==> src/rtl/motion_frame_sequencer_pkg.sv <==
// Shared types and frame geometry for the motion-detect frame sequencer.
package motion_pkg;

  // Sequencer life cycle of one frame.
  typedef enum logic [1:0] {
    IDLE  = 2'd0,
    RUN   = 2'd1,
    DRAIN = 2'd2,
    DONE  = 2'd3
  } seq_state_t;

  // Datapath word and default frame geometry.
  localparam int WORD_W         = 32;
  localparam int BYTES_PER_WORD = WORD_W / 8;
  localparam int IMG_W          = 720;
  localparam int IMG_H          = 540;
  localparam int BPP            = 3;

  // Number of datapath words needed to carry one frame of the given size.
  function automatic int words_per_frame(input int img_w = IMG_W,
                                         input int img_h = IMG_H,
                                         input int bpp   = BPP);
    return (img_w * img_h * bpp) / BYTES_PER_WORD;
  endfunction

endpackage

==> src/rtl/motion_frame_sequencer_credit_counter.sv <==
// Saturating up/down credit counter guarding the highlight FIFO.
// Starts full (CREDITS), spends one credit per issued word and regains one
// per word the consumer pops. A return while already full is a protocol
// error: the count saturates and overflow is raised for that cycle.
module credit_counter #(
  parameter int CREDITS = 16,
  parameter int CRD_W   = 5
) (
  input  logic             clk,
  input  logic             reset,
  input  logic             inc,
  input  logic             dec,
  output logic [CRD_W-1:0] credit_cnt,
  output logic             overflow
);

  localparam logic [CRD_W-1:0] MAX_CREDITS = CRD_W'(CREDITS);

  // A lone return against a full counter has nowhere to go.
  assign overflow = inc && !dec && (credit_cnt == MAX_CREDITS);

  // Credit count: simultaneous spend and return cancel out.
  // NOTE: registers use non-blocking assignment so every flop samples the
  // pre-edge value of its inputs regardless of block ordering.
  always_ff @(posedge clk or posedge reset) begin
    if (reset) begin
      credit_cnt <= MAX_CREDITS;
    end else if (inc && !dec && !overflow) begin
      credit_cnt <= credit_cnt + 1'b1;
    end else if (dec && !inc && (credit_cnt != '0)) begin
      credit_cnt <= credit_cnt - 1'b1;
    end
  end

endmodule

==> src/rtl/motion_frame_sequencer.sv <==
// Frame-level scheduler for the motion-detect datapath.
// Pops the background and frame FIFOs in lockstep, strobes the pipeline one
// cycle later (FIFO read latency), limits words in flight with credits so the
// highlight FIFO cannot overflow, and reports frame completion.
module motion_frame_sequencer
  import motion_pkg::*;
#(
  parameter int WORDS_PER_FRAME = words_per_frame(),
  parameter int CNT_W           = 20,
  parameter int CREDITS         = 16,
  parameter int CRD_W           = 5
) (
  input  logic             clk,
  input  logic             reset,
  input  logic             start,
  input  logic             abort,
  input  logic             bg_empty,
  input  logic             fr_empty,
  output logic             bg_rd_en,
  output logic             fr_rd_en,
  output logic             pipe_valid,
  input  logic             hl_wr_en,
  input  logic             hl_rd_en,
  output logic             busy,
  output logic             frame_done,
  output logic [CNT_W-1:0] issued_cnt,
  output logic [CNT_W-1:0] written_cnt,
  output logic [CRD_W-1:0] credit_cnt,
  output logic             err
);

  localparam logic [CNT_W-1:0] LAST_WORD = CNT_W'(WORDS_PER_FRAME);
  localparam logic [CNT_W-1:0] PENULT    = CNT_W'(WORDS_PER_FRAME - 1);

  seq_state_t state;
  seq_state_t state_nxt;

  logic issue;
  logic in_frame;
  logic wr_accept;
  logic wr_reject;
  logic credit_ovf;
  logic frame_start;

  // Pop both FIFOs only when each has data, a credit is free, the frame is
  // not yet fully issued and no abort is pending.
  assign issue = (state == RUN) && !bg_empty && !fr_empty &&
                 (credit_cnt != '0) && (issued_cnt != LAST_WORD) && !abort;

  assign bg_rd_en = issue;
  assign fr_rd_en = issue;

  assign busy        = (state != IDLE);
  assign frame_start = (state == IDLE) && start;
  assign in_frame    = (state == RUN) || (state == DRAIN);

  // Writes count only inside a frame and below the frame size; an abort
  // cycle freezes the counters. Writes outside a frame or beyond the last
  // word are protocol errors.
  assign wr_accept = hl_wr_en && in_frame && (written_cnt != LAST_WORD) && !abort;
  assign wr_reject = hl_wr_en && (!in_frame || (written_cnt == LAST_WORD));

  credit_counter #(
    .CREDITS (CREDITS),
    .CRD_W   (CRD_W)
  ) u_credit_counter (
    .clk        (clk),
    .reset      (reset),
    .inc        (hl_rd_en),
    .dec        (issue),
    .credit_cnt (credit_cnt),
    .overflow   (credit_ovf)
  );

  // Next-state and completion strobe; abort overrides every transition.
  // NOTE: every variable gets a default before the case so no path can
  // leave one unassigned and infer a latch.
  always_comb begin
    state_nxt  = state;
    frame_done = 1'b0;
    unique case (state)
      IDLE: begin
        if (start) state_nxt = RUN;
      end
      RUN: begin
        if (abort) begin
          state_nxt = IDLE;
        end else if (issue && (issued_cnt == PENULT)) begin
          // Always pass through DRAIN, even if the last write lands now.
          state_nxt = DRAIN;
        end
      end
      DRAIN: begin
        if (abort) begin
          state_nxt = IDLE;
        end else if ((written_cnt == LAST_WORD) ||
                     (wr_accept && (written_cnt == PENULT))) begin
          state_nxt = DONE;
        end
      end
      DONE: begin
        state_nxt  = IDLE;
        frame_done = !abort;
      end
      default: state_nxt = IDLE;
    endcase
  end

  // State register.
  always_ff @(posedge clk or posedge reset) begin
    if (reset) state <= IDLE;
    else       state <= state_nxt;
  end

  // Pipeline strobe trails the pop by the FIFO read latency.
  always_ff @(posedge clk or posedge reset) begin
    if (reset) pipe_valid <= 1'b0;
    else       pipe_valid <= issue;
  end

  // Per-frame word counters; cleared on start, held after completion/abort.
  always_ff @(posedge clk or posedge reset) begin
    if (reset) begin
      issued_cnt  <= '0;
      written_cnt <= '0;
    end else if (frame_start) begin
      issued_cnt  <= '0;
      written_cnt <= '0;
    end else begin
      if (issue)     issued_cnt  <= issued_cnt + 1'b1;
      if (wr_accept) written_cnt <= written_cnt + 1'b1;
    end
  end

  // Sticky protocol error: stray write or credit returned when none spent.
  always_ff @(posedge clk or posedge reset) begin
    if (reset)                        err <= 1'b0;
    else if (wr_reject || credit_ovf) err <= 1'b1;
  end

endmodule

==> config.mk <==
export PLATFORM = sky130hd
export DESIGN_NAME = motion_frame_sequencer
export DESIGN_NICKNAME = d
export VERILOG_FILES = /design/src/rtl/motion_frame_sequencer_pkg.sv /design/src/rtl/motion_frame_sequencer_credit_counter.sv /design/src/rtl/motion_frame_sequencer.sv
export SDC_FILE = /design/constraint.sdc
export NUM_CORES = 1
export LEC_CHECK = 0
export CORE_ASPECT_RATIO = 0.7
export CORE_MARGIN = 4
export CORE_UTILIZATION = 52
export DETAILED_ROUTE_END_ITERATION = 12
export PLACE_DENSITY = 0.9
export SLEW_MARGIN = 5
export SYNTH_ARGS = -nofsm -noshare
export SYNTH_HDL_FRONTEND = slang
export SYNTH_SLANG_ARGS = --single-unit
==> constraint.sdc <==
create_clock -name clk -period 3.8 [get_ports clk]
set_clock_uncertainty 0.05 [all_clocks]
set_input_delay 0.38 -clock clk [delete_from_list [all_inputs] [get_ports clk]]
set_output_delay 0.38 -clock clk [all_outputs]
set_load 0.1 [all_outputs]
# Word level (Yosys, flattened, before mapping)
# Index checks and enable logic that the tools add are counted.
# word_totals
ff_bits	49
in_bits	8
elab_cells	70
# op_classes
n_addsub	4
eq_ne	12
muxes	13
n_reduce_logical	35
# op_table
op	n
20-bit two-way mux	4
20-bit by 19-bit == test with 1-bit output, second input constant	3
20-bit by 1-bit adder with 20-bit output, second input constant	2
20-bit by 19-bit inequality test with 1-bit output, second input constant	2
1-bit logical AND	17
2-bit two-way mux	5
5-bit two-way mux	2
2-bit one-hot mux with 4 select lines	1
2-bit nonzero test	4
1-bit zero test	7
3-bit by 2-bit inequality test with 1-bit output, second input constant	2
5-bit by 1-bit adder with 5-bit output, second input constant	1
5-bit == test, second input constant	1
5-bit nonzero test	1
5-bit by 1-bit subtractor with 5-bit output, second input constant	1
2-bit == test, second input constant	2
1-bit logical OR	4
3-bit AND reduction	1
2-bit by 1-bit == test with 1-bit output, second input constant	1
2-bit zero test	1
2-bit inequality test, second input constant	1
1-bit two-way mux	1

# Depth between registers and ports, before layout
# depth
depth_word	12
mapped_depth	12

# By module
# A second synthesis with hierarchy kept.
# unflattened
cells_unflattened	301
hier_area_um2	2907.8
# modules_own_cells
module	n_inst	cells_each	area_each_um2	seq_area_each_um2
motion_frame_sequencer	1	259	2474.9	1101.1
credit_counter	1	42	432.9	126.4

# Least setup slack after synthesis
# OpenSTA, ideal clock, no wires.
# synth_path
path_kind	register to register
startpoint	reg issued_cnt[5]
endpoint	reg u_credit_counter.credit_cnt[4]
setup_ns	0.076
arrival_time_ns	3.853
setup_slack_ns	-0.179
stages_incl_launch_ff	11
period_less_slack_ns	3.979
cell_sequence	dfrtp_1 -> or4_4 -> nor4_4 -> a21oi_4 -> or2_2 -> fa_1 -> a21o_1 -> a21o_1 -> a2111o_1 -> o31ai_1 -> xnor2_1
# synth_between
elab_chain_cells	9
# synth_lines
element	line	text
start, declared	motion_frame_sequencer.sv:26	output logic [CNT_W-1:0] issued_cnt,
start signal, assigned	motion_frame_sequencer.sv:130	if (issue) issued_cnt <= issued_cnt + 1'b1;
20-bit by 19-bit inequality test with 1-bit output *	motion_frame_sequencer.sv:48	(credit_cnt != '0) && (issued_cnt != LAST_WORD) && !abort;
1-bit logical AND * (2 in a row)	motion_frame_sequencer.sv:48	
net bg_rd_en	motion_frame_sequencer.sv:19	output logic bg_rd_en,
1-bit zero test	motion_frame_sequencer_credit_counter.sv:20, motion_frame_sequencer_credit_counter.sv:28	
1-bit logical AND	motion_frame_sequencer_credit_counter.sv:20, motion_frame_sequencer_credit_counter.sv:28	
1-bit logical AND	motion_frame_sequencer_credit_counter.sv:20	assign overflow = inc && !dec && (credit_cnt == MAX_CREDITS);
1-bit zero test	motion_frame_sequencer_credit_counter.sv:28	end else if (inc && !dec && !overflow) begin
1-bit logical AND	motion_frame_sequencer_credit_counter.sv:28	
5-bit two-way mux / 2-bit nonzero test (equally long branches)	n/a	
end signal, assigned	motion_frame_sequencer_credit_counter.sv:29	credit_cnt <= credit_cnt + 1'b1;
end signal, assigned	motion_frame_sequencer_credit_counter.sv:31	credit_cnt <= credit_cnt - 1'b1;
end, declared	motion_frame_sequencer_credit_counter.sv:13	output logic [CRD_W-1:0] credit_cnt,
# The timed path passes the listed nets; every way through them passes the cells marked *.
# A chain may end at the register's enable or synchronous reset.

# Worst setup path after layout
# layout_path
startpoint	reg u_credit_counter.credit_cnt[0]
endpoint	reg u_credit_counter.credit_cnt[4]
# layout_between
elab_chain_cells	10
# layout_lines
element	line	text
5-bit nonzero test	motion_frame_sequencer_credit_counter.sv:30, motion_frame_sequencer.sv:48	
1-bit logical AND	motion_frame_sequencer.sv:47	assign issue = (state == RUN) && !bg_empty && !fr_empty &&
1-bit logical AND (2 in a row)	motion_frame_sequencer.sv:48	
1-bit zero test	motion_frame_sequencer_credit_counter.sv:20, motion_frame_sequencer_credit_counter.sv:28	
1-bit logical AND	motion_frame_sequencer_credit_counter.sv:20, motion_frame_sequencer_credit_counter.sv:28	
1-bit logical AND	motion_frame_sequencer_credit_counter.sv:20	
1-bit zero test	motion_frame_sequencer_credit_counter.sv:28	
1-bit logical AND	motion_frame_sequencer_credit_counter.sv:28	
5-bit two-way mux / 2-bit nonzero test (equally long branches)	n/a	
# Parallel ways exist; a longest one is shown, timed or not. The select of a mux whose other input is x is not followed.

==> run summary <==
worst reg2reg path startpoint: u_credit_counter.credit_cnt[0]$_DFFE_PP0P_
crit path to: u_credit_counter.credit_cnt[4]$_DFFE_PP1P_
clk buf depth: 2
Resized Gates After CTS: 0
clock slew at reported path FFs: 0.09 ns
Cell variety after synth: 59
final WL: 6.96 mm
Sink Count: 49
Worst Setup Start Kind: flip-flop
via/cell ratio: 5.68
# fillers: 401
dpl hpwl: 5.03 mm
run status: finished, final reports clean
Synth async-reset ratio: 1.00
CTS tree: built
share of cells above drive strength 1: 0.117
Tmin final: 3.41 ns
Final setup viols: 0
routability congestion estimate: 0.892
Setup Fix Bufs, Post-CTS: 0
Seq cells post-synth: 49
number of global-route vias before repair: 2357
worst slew pin tran: 1.02 ns
Syn-to-layout area delta: 26.1%
die width: 97.6 microns
H-tree Lvls: 2
PD cells: 526 nW/um^2
Overflow after GRT: 0
pin count of the biggest net entering global routing: 50
IO Port Bufs: 58
most common cell in the netlist: dfrtp_1
Crit. End Element: flip-flop
Top FF cell, synth: dfrtp_1
Post-synth EDFFs: 0
DRT Pass-1 Iters: 5
total number of vias: 2446
Final Non-Filler Cells: 431
root buffer cell: clkbuf_8
Core Area: 5340 sq um
ranking of synthesized cells by area: dfrtp_1, xnor2_1, ha_1
FF-to-FF End: u_credit_counter.credit_cnt[4]$_DFFE_PP1P_
antenna cells: 0
total CTS buffers: 5
WL per Instance: 16.1 microns
CP startpoint: u_credit_counter.credit_cnt[0]$_DFFE_PP0P_
Skew-Pair Late Insertion Delay: 0.31 ns
setup TNS: 0 ns
Yosys top cell area share: 0.411
DRC: 0
Worst slew margin: 0.321
Cell Rows: 22
synthesized area per cell: 9.68 sq um
synthesized cell area: 2920 sq um
Peak Freq: 0.294 GHz
Min-Delay Path Class: reg -> reg
critical path type: reg -> reg
r2r setup slk: 0.39 ns
Routed Antenna Nets: 0
Worst Path Required: 3.98 ns
CTS Hold Buffers Added: 0
Max-Cap Viols: 0
initial antenna violation count: 0
leakage power: 1.53 nW
1st-iter DRT viols: 285
Tot GR Track Use: 0.205
Slew Limit Fails: 0
Synth top cells by count: dfrtp_1, nor2_1, xnor2_1
DIE AREA: 6910 sq um
final hold viol count: 0
R2R depth: 10
Syn Inst Count: 302
hold depth: 2
die height: 70.7 microns
Max FO, Critical Path: 6
Synth Warn #: 0
crit path DAT: 3.58 ns
post-layout power: 1.94 mW
Placed Cells incl. Taps: 423
Fin Hold WS: 0.458 ns
RSZ-0062 raised after global routing: false
Max IR drop VDD: 0.512 mV
Seq/Total Area, Yosys: 0.420
fin nets: 379
Yosys top cell by area: dfrtp_1
IO Count: 59
Net Count, Synth: 323
Final Cycle Share: 0.896
Starting Density: 0.548
wire length of the first global-routing pass: 11.7 mm
## cell type report
class / instances / area [sq um] / area share
Sequential cell: 49 / 1240 / 0.338
Clock buffer: 6 / 72.6 / 0.0197
Multi-Input combinational cell: 225 / 1590 / 0.430
Tap cell: 72 / 90.1 / 0.0244
Timing Repair Buffer: 61 / 596 / 0.161
Clock inverter: 2 / 38.8 / 0.0105
Inverter: 16 / 60.1 / 0.0163
## routing by layer
metal | GRT usage | part of all wire
met1 | 0.307 | 0.47
met2 | 0.304 | 0.43
met3 | 0.0433 | 0.080
met4 | 0.0522 | 0.012
met5 | 0 | 0
## kinds of logic (layout without fill, tap and decap cells)
| group | Yosys count | count (layout) | synth area share |
|---|---|---|---|
| buffers and inverters | 28 | 85 | 0.0377 |
| adders and majority gates | 13 | 13 | 0.0582 |
| xor gates and xnor gates | 34 | 34 | 0.102 |
| muxes | 5 | 5 | 0.0231 |
| and+or+nand+nor | 126 | 126 | 0.244 |
| DFF | 49 | 49 | 0.420 |
| AOI/OAI and AO/OA | 47 | 47 | 0.115 |
## cells in the final DEF (no fill, tap or decap), drive strengths merged, types with 10 or more instances in the layout
master,count
dfrtp,48
nand2,15
o21ai,13
a21oi,10
clkdlybuf4s50,55
inv,16
xor2,12
ha,12
nor3,12
xnor2,22
nor2,35
nand3,13
## state kept, by name (all words and copies together), names as in the netlist
name and flops:
written_cnt 20, state 2, pipe_valid 1, err 1, issued_cnt 20, u_credit_counter.credit_cnt 5
## stage by stage
stage	worst slack, ns	utilization	area, sq um
final	0.395	0.691	3690
after global routing	0.260	0.691	3690
after CTS	0.414	0.691	3690
after detailed placement	0.452	0.670	3580
after global placement	0.541	0.670	3580
after floorplan	0.00656	-	2940
## critical path, cell delays in order, from the launching register on
cell	delay, ns
dfrtp_2	0.46
or4_1	0.65
o21ai_2	0.33
a21oi_4	0.04
or2_2	0.36
fa_1	0.41
a21o_1	0.19
a21o_1	0.18
a2111o_1	0.38
o31ai_1	0.10
xnor2_1	0.17
## where the power goes
| group | switching [mW] | total [mW] | internal (mW) |
|---|---|---|---|
| combinational | 0.642 | 0.909 | 0.267 |
| clock | 0.179 | 0.376 | 0.198 |
| sequential | 0.0721 | 0.655 | 0.583 |
| total | 0.893 | 1.94 | 1.05 |
## how the worst min path moves through the flow
stage	start	endpoint	slack, ns
global placement	err$_DFFE_PP0P_	err$_DFFE_PP0P_	0.43
finish	err$_DFFE_PP0P_	err$_DFFE_PP0P_	0.46
global route	err$_DFFE_PP0P_	err$_DFFE_PP0P_	0.49
detailed placement	err$_DFFE_PP0P_	err$_DFFE_PP0P_	0.44
CTS	err$_DFFE_PP0P_	err$_DFFE_PP0P_	0.47
floorplan	hl_wr_en	err$_DFFE_PP0P_	0.46
Note: power is estimated with default switching activity, not from simulation.
